`config.mk`:
```
export PLATFORM = sky130hd
export DESIGN_NAME = prop_monitor
export DESIGN_NICKNAME = d
export VERILOG_FILES = /design/src/rtl/prop_monitor.sv
export SDC_FILE = /design/constraint.sdc
export NUM_CORES = 1
export LEC_CHECK = 0
export CAP_MARGIN = 20
export CORE_ASPECT_RATIO = 1.4
export CORE_MARGIN = 2
export CORE_UTILIZATION = 40
export DETAILED_ROUTE_END_ITERATION = 8
export DONT_BUFFER_PORTS = 1
export PLACE_DENSITY = 0.55
export SLEW_MARGIN = 20
export SYNTH_ARGS = -nofsm -noshare
export SYNTH_HDL_FRONTEND = slang
export SYNTH_SLANG_ARGS = --single-unit
```
`constraint.sdc`:
```
create_clock -name clk -period 2.51 [get_ports clk]
set_clock_uncertainty 0.15 [all_clocks]
set_input_delay 0.502 -clock clk [delete_from_list [all_inputs] [get_ports clk]]
set_output_delay 0.502 -clock clk [all_outputs]
set_load 0.05 [all_outputs]
```
`src/rtl/prop_monitor.sv`:
```
// Multi-channel runtime property checker: per-channel ALWAYS / ONCE / ROSE evaluation
// with registered verdict pulses, saturating counters, sticky flags and first-failure capture.
module prop_monitor #(
  parameter int unsigned NCH   = 4,
  parameter int unsigned WIN_W = 4,
  parameter int unsigned CNT_W = 16,
  parameter int unsigned TS_W  = 32,
  localparam int unsigned CH_W = (NCH > 1) ? $clog2(NCH) : 1
) (
  input  logic                   clk,
  input  logic                   rst_n,
  input  logic                   clear,
  input  logic [2*NCH-1:0]       mode,
  input  logic [WIN_W*NCH-1:0]   win,
  input  logic [NCH-1:0]         trig,
  input  logic [NCH-1:0]         cond,
  output logic [NCH-1:0]         pass_pulse,
  output logic [NCH-1:0]         fail_pulse,
  output logic [NCH-1:0]         fail_sticky,
  output logic [CNT_W*NCH-1:0]   pass_cnt,
  output logic [CNT_W*NCH-1:0]   fail_cnt,
  output logic [TS_W-1:0]        ts,
  output logic                   first_fail_valid,
  output logic [CH_W-1:0]        first_fail_ch,
  output logic [TS_W-1:0]        first_fail_ts
);

  localparam logic [1:0] M_OFF    = 2'd0;
  localparam logic [1:0] M_ALWAYS = 2'd1;
  localparam logic [1:0] M_ONCE   = 2'd2;
  localparam logic [1:0] M_ROSE   = 2'd3;

  typedef enum logic {
    ST_IDLE = 1'b0,
    ST_WAIT = 1'b1
  } rose_st_e;

  rose_st_e          st     [NCH];
  logic [WIN_W-1:0]  wc     [NCH];
  logic [WIN_W-1:0]  win_q  [NCH];
  logic [NCH-1:0]    trig_q;
  logic [NCH-1:0]    once_done;

  logic [NCH-1:0]    rise_c;
  logic [NCH-1:0]    pass_c;
  logic [NCH-1:0]    fail_c;
  logic [CH_W-1:0]   ff_ch_c;

  // Verdict decode for the current sample, one pair of bits per channel.
  always_comb begin
    rise_c  = trig & ~trig_q;
    pass_c  = '0;
    fail_c  = '0;
    ff_ch_c = '0;
    for (int i = 0; i < NCH; i++) begin
      case (mode[2*i +: 2])
        M_ALWAYS: begin
          pass_c[i] = cond[i];
          fail_c[i] = ~cond[i];
        end
        M_ONCE: begin
          if (!once_done[i]) begin
            pass_c[i] = cond[i];
            fail_c[i] = ~cond[i];
          end
        end
        M_ROSE: begin
          if (st[i] == ST_IDLE) begin
            if (rise_c[i]) begin
              if (cond[i]) begin
                pass_c[i] = 1'b1;
              end else if (win[WIN_W*i +: WIN_W] == '0) begin
                fail_c[i] = 1'b1;
              end
            end
          end else begin
            if (cond[i]) begin
              pass_c[i] = 1'b1;
            end else if (wc[i] == win_q[i]) begin
              fail_c[i] = 1'b1;
            end
          end
        end
        default: ;
      endcase
    end
    // Descending scan leaves the lowest failing index.
    for (int i = NCH - 1; i >= 0; i--) begin
      if (fail_c[i]) begin
        ff_ch_c = CH_W'(i);
      end
    end
  end

  // State, counters and reporting registers.
  always_ff @(posedge clk or negedge rst_n) begin
    if (!rst_n) begin
      ts               <= '0;
      trig_q           <= '0;
      once_done        <= '0;
      pass_pulse       <= '0;
      fail_pulse       <= '0;
      fail_sticky      <= '0;
      pass_cnt         <= '0;
      fail_cnt         <= '0;
      first_fail_valid <= 1'b0;
      first_fail_ch    <= '0;
      first_fail_ts    <= '0;
      for (int i = 0; i < NCH; i++) begin
        st[i]    <= ST_IDLE;
        wc[i]    <= '0;
        win_q[i] <= '0;
      end
    end else begin
      ts     <= ts + TS_W'(1);
      trig_q <= trig;
      if (clear) begin
        once_done        <= '0;
        pass_pulse       <= '0;
        fail_pulse       <= '0;
        fail_sticky      <= '0;
        pass_cnt         <= '0;
        fail_cnt         <= '0;
        first_fail_valid <= 1'b0;
        first_fail_ch    <= '0;
        first_fail_ts    <= '0;
        for (int i = 0; i < NCH; i++) begin
          st[i] <= ST_IDLE;
          wc[i] <= '0;
        end
      end else begin
        pass_pulse  <= pass_c;
        fail_pulse  <= fail_c;
        fail_sticky <= fail_sticky | fail_c;
        if (!first_fail_valid && (|fail_c)) begin
          first_fail_valid <= 1'b1;
          first_fail_ch    <= ff_ch_c;
          first_fail_ts    <= ts;
        end
        for (int i = 0; i < NCH; i++) begin
          if (pass_c[i] && (pass_cnt[CNT_W*i +: CNT_W] != '1)) begin
            pass_cnt[CNT_W*i +: CNT_W] <= pass_cnt[CNT_W*i +: CNT_W] + CNT_W'(1);
          end
          if (fail_c[i] && (fail_cnt[CNT_W*i +: CNT_W] != '1)) begin
            fail_cnt[CNT_W*i +: CNT_W] <= fail_cnt[CNT_W*i +: CNT_W] + CNT_W'(1);
          end
          if (mode[2*i +: 2] == M_ONCE) begin
            once_done[i] <= 1'b1;
          end
          // Leaving ROSE drops any pending window silently.
          if (mode[2*i +: 2] != M_ROSE) begin
            st[i] <= ST_IDLE;
          end else begin
            case (st[i])
              ST_IDLE: begin
                if (rise_c[i] && !cond[i] && (win[WIN_W*i +: WIN_W] != '0)) begin
                  st[i]    <= ST_WAIT;
                  wc[i]    <= WIN_W'(1);
                  win_q[i] <= win[WIN_W*i +: WIN_W];
                end
              end
              ST_WAIT: begin
                if (cond[i] || (wc[i] == win_q[i])) begin
                  st[i] <= ST_IDLE;
                end else begin
                  wc[i] <= wc[i] + WIN_W'(1);
                end
              end
              default: st[i] <= ST_IDLE;
            endcase
          end
        end
      end
    end
  end

endmodule

```
Yosys cells after proc, flatten, opt, wreduce, memory -nomap -nowiden
Index checks and enable logic that the tools add are counted.

operators by class
  add/sub/neg operators = 13
  equal/unequal tests = 40
  muxes and demuxes = 114
  bitwise logic cells = 16
  reductions and logical operators = 56

operators with widths
  operator                                       count
  2-to-1 mux 16 bit                              9
  adder 16 x 1 -> 16 bit, second input constant  8
  2-to-1 mux 64 bit                              2
  != test 16 bit, second input constant          8
  2-to-1 mux 4 bit                               17
  2-to-1 mux 32 bit                              2
  2-to-1 mux 1 bit                               62
  adder 32 x 1 -> 32 bit, second input constant  1
  case mux 4 bit (2 select lines)                4
  nonzero test 2 bit                             13
  case mux 1 bit (3 select lines)                8
  logical AND 1 bit                              17
  adder 4 x 1 -> 4 bit, second input constant    4
  equality test 2 bit, second input constant     8
  equality test 4 bit                            4
  zero test 4 bit                                4
  != test 2 bit, second input constant           8
  AND reduction 4 bit                            4
  nonzero test 4 bit                             4
  NOT 1 bit                                      13
  2-to-1 mux 2 bit                               6
  != test 3 x 2 -> 1 bit, second input constant  4
  != test 3 bit, second input constant           4
  AND reduction 3 bit                            4
  8 further kinds                                21

storage, ports and cells
  bits in registers = 251
  bits of input ports = 35
  output and inout port bits = 207
  word-level logic and storage cells = 271

Depth between registers and ports, before layout
Gate-level depths: netlist of run 1.

  depth in word-level cells = 12
  depth in mapped cells = 9
  mapped depth without buffers = 7

Least setup slack after synthesis of run 1
OpenSTA, ideal clock, no wires.

  path kind = register -> register
  from = register fail_cnt[52]
  to = register fail_cnt[61]
  library setup time = 0.125 ns
  data arrival time = 2.366 ns
  data required time = 2.235 ns
  slack = -0.130 ns
  stages on the path, launching flop included = 9
  path buffers = 2
  period minus slack after synthesis = 2.640 ns
  cell sequence = dfrtp_1 nand4_1 nor4_1 and4_1 buf_2 a211o_1 buf_2 nor3_1 mux2_2

on the way
  cells in the longest elaborated chain, start to end = 3
  elaborated cells between the ends (all ways) = 6
  classes of those cells = 1 x add/sub; 1 x eq/ne; 2 x mux; 2 x reduce/logical

ends and longest elaborated chain
  item                                                      RTL line  RTL
  from (decl)                                               21        output logic [CNT_W*NCH-1:0] fail_cnt,
  from (signal, indexed assignment)                         145       fail_cnt[CNT_W*i +: CNT_W] <= fail_cnt[CNT_W*i +: CNT_W] + CNT_W'(1);
  adder 16 x 1 -> 16 bit or != test 16 bit (tied branches)  145, 144
  2-to-1 mux 16 bit or logical AND 1 bit (tied branches)    144       if (fail_c[i] && (fail_cnt[CNT_W*i +: CNT_W] != '1)) begin
  2-to-1 mux 64 bit or nonzero test 2 bit (tied branches)   --

Several ways; a longest one is shown, not always the timed one. The select of a mux whose other input is x is not followed.
A chain may end at the register's enable or synchronous reset.

Worst setup path in the final report of run 1
  from = register pass_cnt[2]
  to = register pass_cnt[9]

on the way
  cells in the longest elaborated chain, start to end = 3
  elaborated cells between the ends (all ways) = 6
  classes of those cells = 1 x add/sub; 1 x eq/ne; 2 x mux; 2 x reduce/logical

ends and longest elaborated chain
  item                                                      RTL line  RTL
  from (decl)                                               20        output logic [CNT_W*NCH-1:0] pass_cnt,
  from (signal, indexed assignment)                         142       pass_cnt[CNT_W*i +: CNT_W] <= pass_cnt[CNT_W*i +: CNT_W] + CNT_W'(1);
  adder 16 x 1 -> 16 bit or != test 16 bit (tied branches)  142, 141
  2-to-1 mux 16 bit or logical AND 1 bit (tied branches)    141       if (pass_c[i] && (pass_cnt[CNT_W*i +: CNT_W] != '1)) begin
  2-to-1 mux 64 bit or nonzero test 2 bit (tied branches)   --

Several ways; a longest one is shown, not always the timed one. The select of a mux whose other input is x is not followed.

==> results by group, run 1 <==
Yosys
  • Ys Warns: 0
  • EDFF count, synth: 0
  • Synth Cell Area: 0.0129 mm^2
  • Syn Nets: roughly 1400
  • Synth area leaders: dfrtp_1 49%, xnor2_1 5.3%, nor2_1 4.3%, nand3_1 3.8%, xor2_1 3.7%
  • Ys flop type: dfrtp_1
  • Cells after Synth: 1329
  • Async set-reset flop share out of synthesis: 100%
  • Top-area cell type share of the netlist area: between 40% and 50%
  • Sequential-to-total area share from yosys stat: 48.8%
  • Synth area leader: dfrtp_1
  • Distinct cells, synth: 62
  • Flops & latches, synth: approximately 250
  • Mean Syn Cell Area: 9.68 um^2

Cells and area
  • N_diodes: 0
  • Most common cell after layout, fill and taps aside: dfrtp_1
  • Layout cells sized above 1: between 20 and 25%
  • Commonest non-fill, non-tap cells in the layout: 244 x dfrtp_1, 216 x buf_4, 146 x nor2_1, 98 x nand3_1, 96 x nand2_1
  • Layout net count: 1620
  • Fillers: a little under 3000
  • Layout area overhead: 29.5%
  • Fin cells: about 2000

Clock network
  • Maximum root-to-sink buffer count: 3
  • Clk root buf: clkbuf_16
  • Worst skew pair latency: 0.56 ns
  • Clk sink count: ~250
  • CTS tree: yes
  • Clock Pin Slew Worst Setup and Hold Paths: roughly 0.06 ns
  • TritonCTS Buffers: 27
  • H-tree depth: 1

Floorplanning
  • IO Count: approximately 240
  • # rows: 77
  • Die height: 216 um
  • Die Wd: 156 um
  • Initial core utilization: around two fifths
  • Die area: between 0.03 and 0.04 mm^2
  • Core area: between 0.03 and 0.04 mm^2

Setup path
  • CP max FO: 10
  • Critical Path Sink Type: register
  • RR Endpoint: pass_cnt[9]$_DFFE_PN0P_
  • Crit path DAT: roughly 2.8 ns
  • FF-to-FF setup slack: around 0.029 ns
  • Worst reg2reg path depth: 7
  • FF-to-FF Start: pass_cnt[2]$_DFFE_PN0P_
  • Kind of critical path: register to register
  • CP startpoint kind: register
  • Crit path required time: between 2 and 3 ns

Timing
  • Fin Hold WS: -0.507 ns
  • Setup violators final: 0
  • Worst rel slew slack: 52.2%
  • Fin. Hold Viols: roughly 330
  • Worst setup margin: about 0.029 ns
  • Worst slew pin tran: a little over 0.7 ns
  • Final min period: 2.48 ns
  • RSZ-0062 raised after global routing: yes
  • Maximum clock rate: approximately 400 MHz
  • Crit share post-route: between 90% and 100%
  • Slew Viols, Final: 0

Status
  • Failing checks: negative hold slack
  • Status: finished with violations

Global routing
  • Vias in the first global route: around 11000
  • Antenna violations before repair: 0
  • First-pass GRT wire length: roughly 60000 um
  • Largest net degree at the start of global routing: ~250
  • Grt ovf: 0
  • Gr usage total: between 20% and 30%

Power and ir drop
  • Cell internal pwr: between 7 and 8 mW
  • Clock power share: a little under half
  • Switching share of power: between 20% and 30%
  • Peak supply drop: a little over 0.5 mV
  • Reg power frac: a little under half
  • Logic gate share of total power: ~7.9%
  • PD cells: 557 mW/mm^2
  • Power, Total: between 9 and 10 mW
  • Sw power: about 2.3 mW
  • Leak pwr: 7.34 nW

Placement
  • Place WS: -0.236 ns
  • Routability cong.: around 0.8
  • DP HPWL: 23500 um
  • Placed cells: around 1900
  • I/O Buffers: 0

Detailed routing
  • Detailed Route Iter0 Violations: approximately 540
  • Met3 WL: around 2700 um
  • Post-route ant nets: 0
  • WL/cell: 18.3 um
  • Met1 wire length: approximately 14000 um
  • Post-route DRC: 0
  • Vias/cell: about 5.6
  • Vias: 11100
  • Pre-Repair DR Iteration Count: 5
  • Routed wl met2: roughly 19000 um
  • Final wirelength: about 36000 um
  • Top Layer Used: met4

Job
  • Max Cap Viol: 0

Min path
  • Hold Crit Class: primary input to async pin
## worst max path at each step
stage,to,slack [ns],start
detailed placement,first_fail_ts[5]$_DFFE_PN0P_,-0.24,mode[3]
floorplan,fail_cnt[12]$_DFFE_PN0P_,-0.04,win[1]
global route,pass_cnt[14]$_DFFE_PN0P_,-0.04,pass_cnt[4]$_DFFE_PN0P_
global placement,first_fail_ts[4]$_DFFE_PN0P_,-0.15,mode[3]
CTS,pass_cnt[14]$_DFFE_PN0P_,0.009,pass_cnt[6]$_DFFE_PN0P_
finish,pass_cnt[9]$_DFFE_PN0P_,0.03,pass_cnt[2]$_DFFE_PN0P_
## synth_stat cells, types with 31 or more instances
library cell	instances
nand4_1	32
a41oi_1	32
clkbuf_1	61
nor4_1	31
a21oi_1	55
o211ai_1	32
nand3_1	98
a31oi_1	35
nor2_1	148
xnor2_1	78
dfrtp_1	251
xor2_1	54
nand2_1	96
## worst max-delay path, cell delays in order, from the launching register on
cell and delay [ns]:
dfrtp_1 0.46, nand4_1 0.23, nor2_1 0.08, a41o_2 0.36, nor4_1 0.31, xnor2_1 0.16
nor2_1 0.06, dlygate4sd3_1 0.56
## flip-flops by register name (all words and copies together) (netlist names)
register,count
trig_q,4
win_q,16
first_fail_valid,1
fail_cnt,64
pass_pulse,4
wc,16
ts,32
once_done,4
first_fail_ch,2
st,4
pass_cnt,64
first_fail_ts,32
fail_pulse,4
fail_sticky,4
## final cells by class
type	instances	area [um^2]	area share, %
inverter	29	109	0.654
timing repair buffer	291	2450	14.7
clock inverter	10	154	0.924
multi-input combinational	972	6380	38.3
tap	395	494	2.97
clock buffer	38	777	4.67
sequential	251	6290	37.8
## kinds of logic (layout without fill, tap and decap cells)
kind of cell             after synthesis  in the layout  share of synthesized area (%)
flip-flops                           251            251                           48.8
AO/OA/AOI/OAI                        211            211                           11.2
AND/OR/NAND/NOR                      581            581                           23.5
buffers and inverters                106            368                           3.26
multiplexers                          35             35                           2.95
XOR/XNOR                             132            132                           8.99
adder cells (fa/ha/maj)               13             13                           1.26
## power groups by stage
| stage | combinational [mW] | clock [mW] | sequential (mW) |
|---|---|---|---|
| 3_3_place_gp | 0.641 | 0 | 4.39 |
| 3_5_place_dp | 0.649 | 0 | 4.40 |
| 5_1_grt | 0.801 | 4.49 | 4.33 |
| 6_report | 0.735 | 4.21 | 4.32 |
| 4_1_cts | 0.714 | 4.34 | 4.32 |
| 2_1_floorplan | 0.405 | 0 | 4.45 |
## metal layers
layer,vias up,global-route usage [%]
met2,290,37.7
met5,-,0
li1,5286,-
met1,5514,25.3
met4,0,7.16
met3,58,5.58
## through the flow
stage / utilization (%) / instance area (um^2) / setup TNS (ns)
after CTS: 51.8 / 16400 / 0
after global routing: 52.7 / 16700 / -0.192
after floorplan: - / 12900 / -0.101
final: 52.7 / 16700 / 0
after global placement: 46.8 / 14800 / -4.70
after detailed placement: 46.8 / 14800 / -6.99
## repair_timing
item,4_1_cts,5_1_grt
resized for setup,5,26
hold buffers,61,5
setup endpoints to repair,34,72
hold endpoints to repair,426,365
setup buffers,1,13
pin swaps,1,9
cloned,0,1
(Power assumes the default switching activity.)
==> run 2: changes to the inputs <==
Settings changed: ABC_CLOCK_PERIOD_IN_PS set to 2510, CORE_ASPECT_RATIO 1.4 to 0.5, CTS_BUF_LIST set to sky130_fd_sc_hd__clkbuf_16.
==> run 2 against run 1 <==
Net effect:
- sequential cell count unchanged
- via count rose by 0.21%
- sequential share of layout area is 0.090 points lower
- design area grew 0.28%
- utilization increased by 0.055 points
- register-to-register slack better by 0.03 ns
- the run still ends with negative hold slack left
- combinational power increased by 9.0%
- largest power group unchanged
- hold slack gained 0.030 ns
- die area increased by 0.20%
- clock-buffer cell count fell by 13
- cell count increased by 0.70%
- setup slack improved by 0.030 ns
==> results by group, run 2 (synthesis gave the netlist of run 1 again) <==
Cells and area
  • Layout net count: 1601 (-1.2%)
  • Finished layout cell area: 0.0167 mm^2 (+0.28%)
  • Most common cell after layout, fill and taps aside: dfrtp_1
  • Commonest non-fill, non-tap cells in the layout: 242 x dfrtp_1, 206 x buf_4, 146 x nor2_1, 98 x nand3_1, 95 x nand2_1
  • Layout cells sized above 1: 22.6% (+0.95 points)
  • Top Registers: fail_cnt: 64 flops, pass_cnt: 64 flops
  • Fin cells: 2000 (+0.70%)
  • Layout area overhead: 29.8%
  • Layout Utilization: 52.8% (+0.055 points)
  • N_diodes: 0 (unchanged)

Min path
  • Hold Crit Class: primary input to async pin

Clock network
  • H-tree depth: 1 (unchanged)
  • CTS tree: yes
  • Clock Pin Slew Worst Setup and Hold Paths: 0.07 ns (about the same)
  • Maximum root-to-sink buffer count: 3 (unchanged)
  • TritonCTS Buffers: 25 (-7.4%)
  • Worst skew pair latency: 0.54 ns (-0.02 ns)
  • Clk root buf: clkbuf_16
  • Clk sink count: 251 (unchanged)

Status
  • Failing checks: negative hold slack
  • Status: finished with violations

Timing
  • Setup violators final: 0 (unchanged)
  • Worst slew pin tran: 0.653 ns (-0.0645 ns)
  • Slew Viols, Final: 0 (unchanged)
  • Worst rel slew slack: 56.1% (+3.9 points)
  • Fin. Hold Viols: 334 (+1.8%)
  • Crit share post-route: 97.7% (-1.2 points)
  • Maximum clock rate: 408 MHz (+1.2%)
  • Final min period: 2.45 ns (-0.0303 ns)
  • Fin Hold WS: -0.477 ns (+0.0301 ns)
  • RSZ-0062 raised after global routing: yes
  • Worst setup margin: 0.0590 ns (+0.0303 ns)

Floorplanning
  • Die area: 0.0337 mm^2 (+0.20%)
  • IO Count: 242 (unchanged)
  • Die height: 131 um (-39%)
  • # rows: 46 (-40%)
  • Initial core utilization: 40.6% (-0.071 points)
  • Core area: 0.0317 mm^2 (+0.17%)
  • Die Wd: 258 um (+66%)

Detailed routing
  • Post-route ant nets: 0 (unchanged)
  • Vias: 11200 (+0.21%)
  • Pre-Repair DR Iteration Count: 5 (unchanged)
  • WL/cell: 18.5 um (+0.82%)
  • Detailed Route Iter0 Violations: 922 (+70%)
  • Final wirelength: 37000 um (+1.5%)
  • Vias/cell: 5.59 (-0.50%)
  • Post-route DRC: 0 (unchanged)

Global routing
  • Largest net degree at the start of global routing: 252 (unchanged)
  • Grt ovf: 0 (unchanged)
  • First-pass GRT wire length: 57900 um (-3.0%)
  • Vias in the first global route: 11000 (-0.69%)
  • Antenna violations before repair: 0 (unchanged)
  • Gr usage total: 20.9% (-0.55 points)

Setup path
  • Kind of critical path: register to register
  • Critical Path Sink Type: register
  • CP max FO: 8 (-2)
  • CP startpoint kind: register
  • Crit path DAT: 2.75 ns (about the same)
  • Crit path required time: 2.81 ns (+0.03 ns)

Placement
  • Placed cells: 1884 (+1.5%)
  • Place WS: -0.229 ns (+0.00637 ns)
  • DP HPWL: 23300 um (-0.61%)
  • Post-DP Area: 0.0147 mm^2 (-0.36%)
  • Routability cong.: 0.810 (-0.58%)
  • I/O Buffers: 0 (unchanged)

Power and ir drop
  • Peak supply drop: 0.495 mV (-2.2%)
  • Leak pwr: 7.25 nW (-1.3%)
  • PD cells: 550 mW/mm^2 (-1.1%)

Job
  • Max Cap Viol: 0 (unchanged)
-- run 2: worst max-delay path: stages, from the launching register on --
cell and delay (ns):
dfrtp_2 0.44, xor2_1 0.19, nor4_2 0.07, buf_4 0.14, a221oi_4 0.53, and3_4 0.40, clkbuf_16 0.21, a41oi_2 0.12
o211ai_1 0.13
-- run 2: path summary, 6_finish.rpt --
kind                              startpoint                             to  slack [ns]  cells past startpoint
max reg2reg                wc[6]$_DFFE_PN0P_  first_fail_ts[13]$_DFFE_PN0P_        0.06                      8
max in group asynchronous              rst_n                ts[2]$_DFF_PN0_        2.17                      0
min in group clk                       clear       pass_cnt[56]$_DFFE_PN0P_       -0.11                      1
min                                    rst_n       pass_cnt[35]$_DFFE_PN0P_       -0.48                      0
max                        wc[6]$_DFFE_PN0P_  first_fail_ts[13]$_DFFE_PN0P_        0.06                      8
min reg2reg                  ts[1]$_DFF_PN0_                ts[1]$_DFF_PN0_        0.35                      1
-- run 2: what timing repair did --
item,in CTS,in global routing
gates resized for setup,1,65
hold endpoints to repair,426,374
buffers inserted,0,15
endpoints found under the setup margin,33,75
hold buffers,52,3
pin swaps,0,48
cloned,0,4
-- run 2: where the power goes --
part	total [mW]	switching, mW	internal (mW)
registers	4.32	0.173	4.15
clock network	4.07	1.65	2.41
logic	0.801	0.467	0.333
total	9.19	2.29	6.90
-- run 2: per-layer routing --
metal	track usage, %	vias to the layer above	part of all wire (%)
met5	0	-	0
met4	6.09	0	2.8
met3	4.22	70	4.6
met2	36.4	227	49
met1	26.6	5626	43
li1	-	5248	-
-- run 2: cell type report --
type / count / area, um^2
timing repair buffer: 274 / 2340
inverter: 29 / 109
tap: 432 / 541
multi-input combinational: 972 / 6560
sequential: 251 / 6290
clock inverter: 17 / 228
clock buffer: 25 / 626
fill: 2921 / 15000
-- run 2: stage by stage --
step / power, mW / TNS [ns]
2_1_floorplan: 4.86 / -0.101
3_3_place_gp: 5.02 / -4.71
3_5_place_dp: 5.04 / -7.07
4_1_cts: 9.17 / 0
5_1_grt: 9.53 / -0.523
6_report: 9.19 / 0
==> run 3: changes to the inputs <==
Settings changed: GPL_ROUTABILITY_DRIVEN set to 1.
==> results of run 3 <==
Final layout, timing and power as in run 2 (identical DEF).
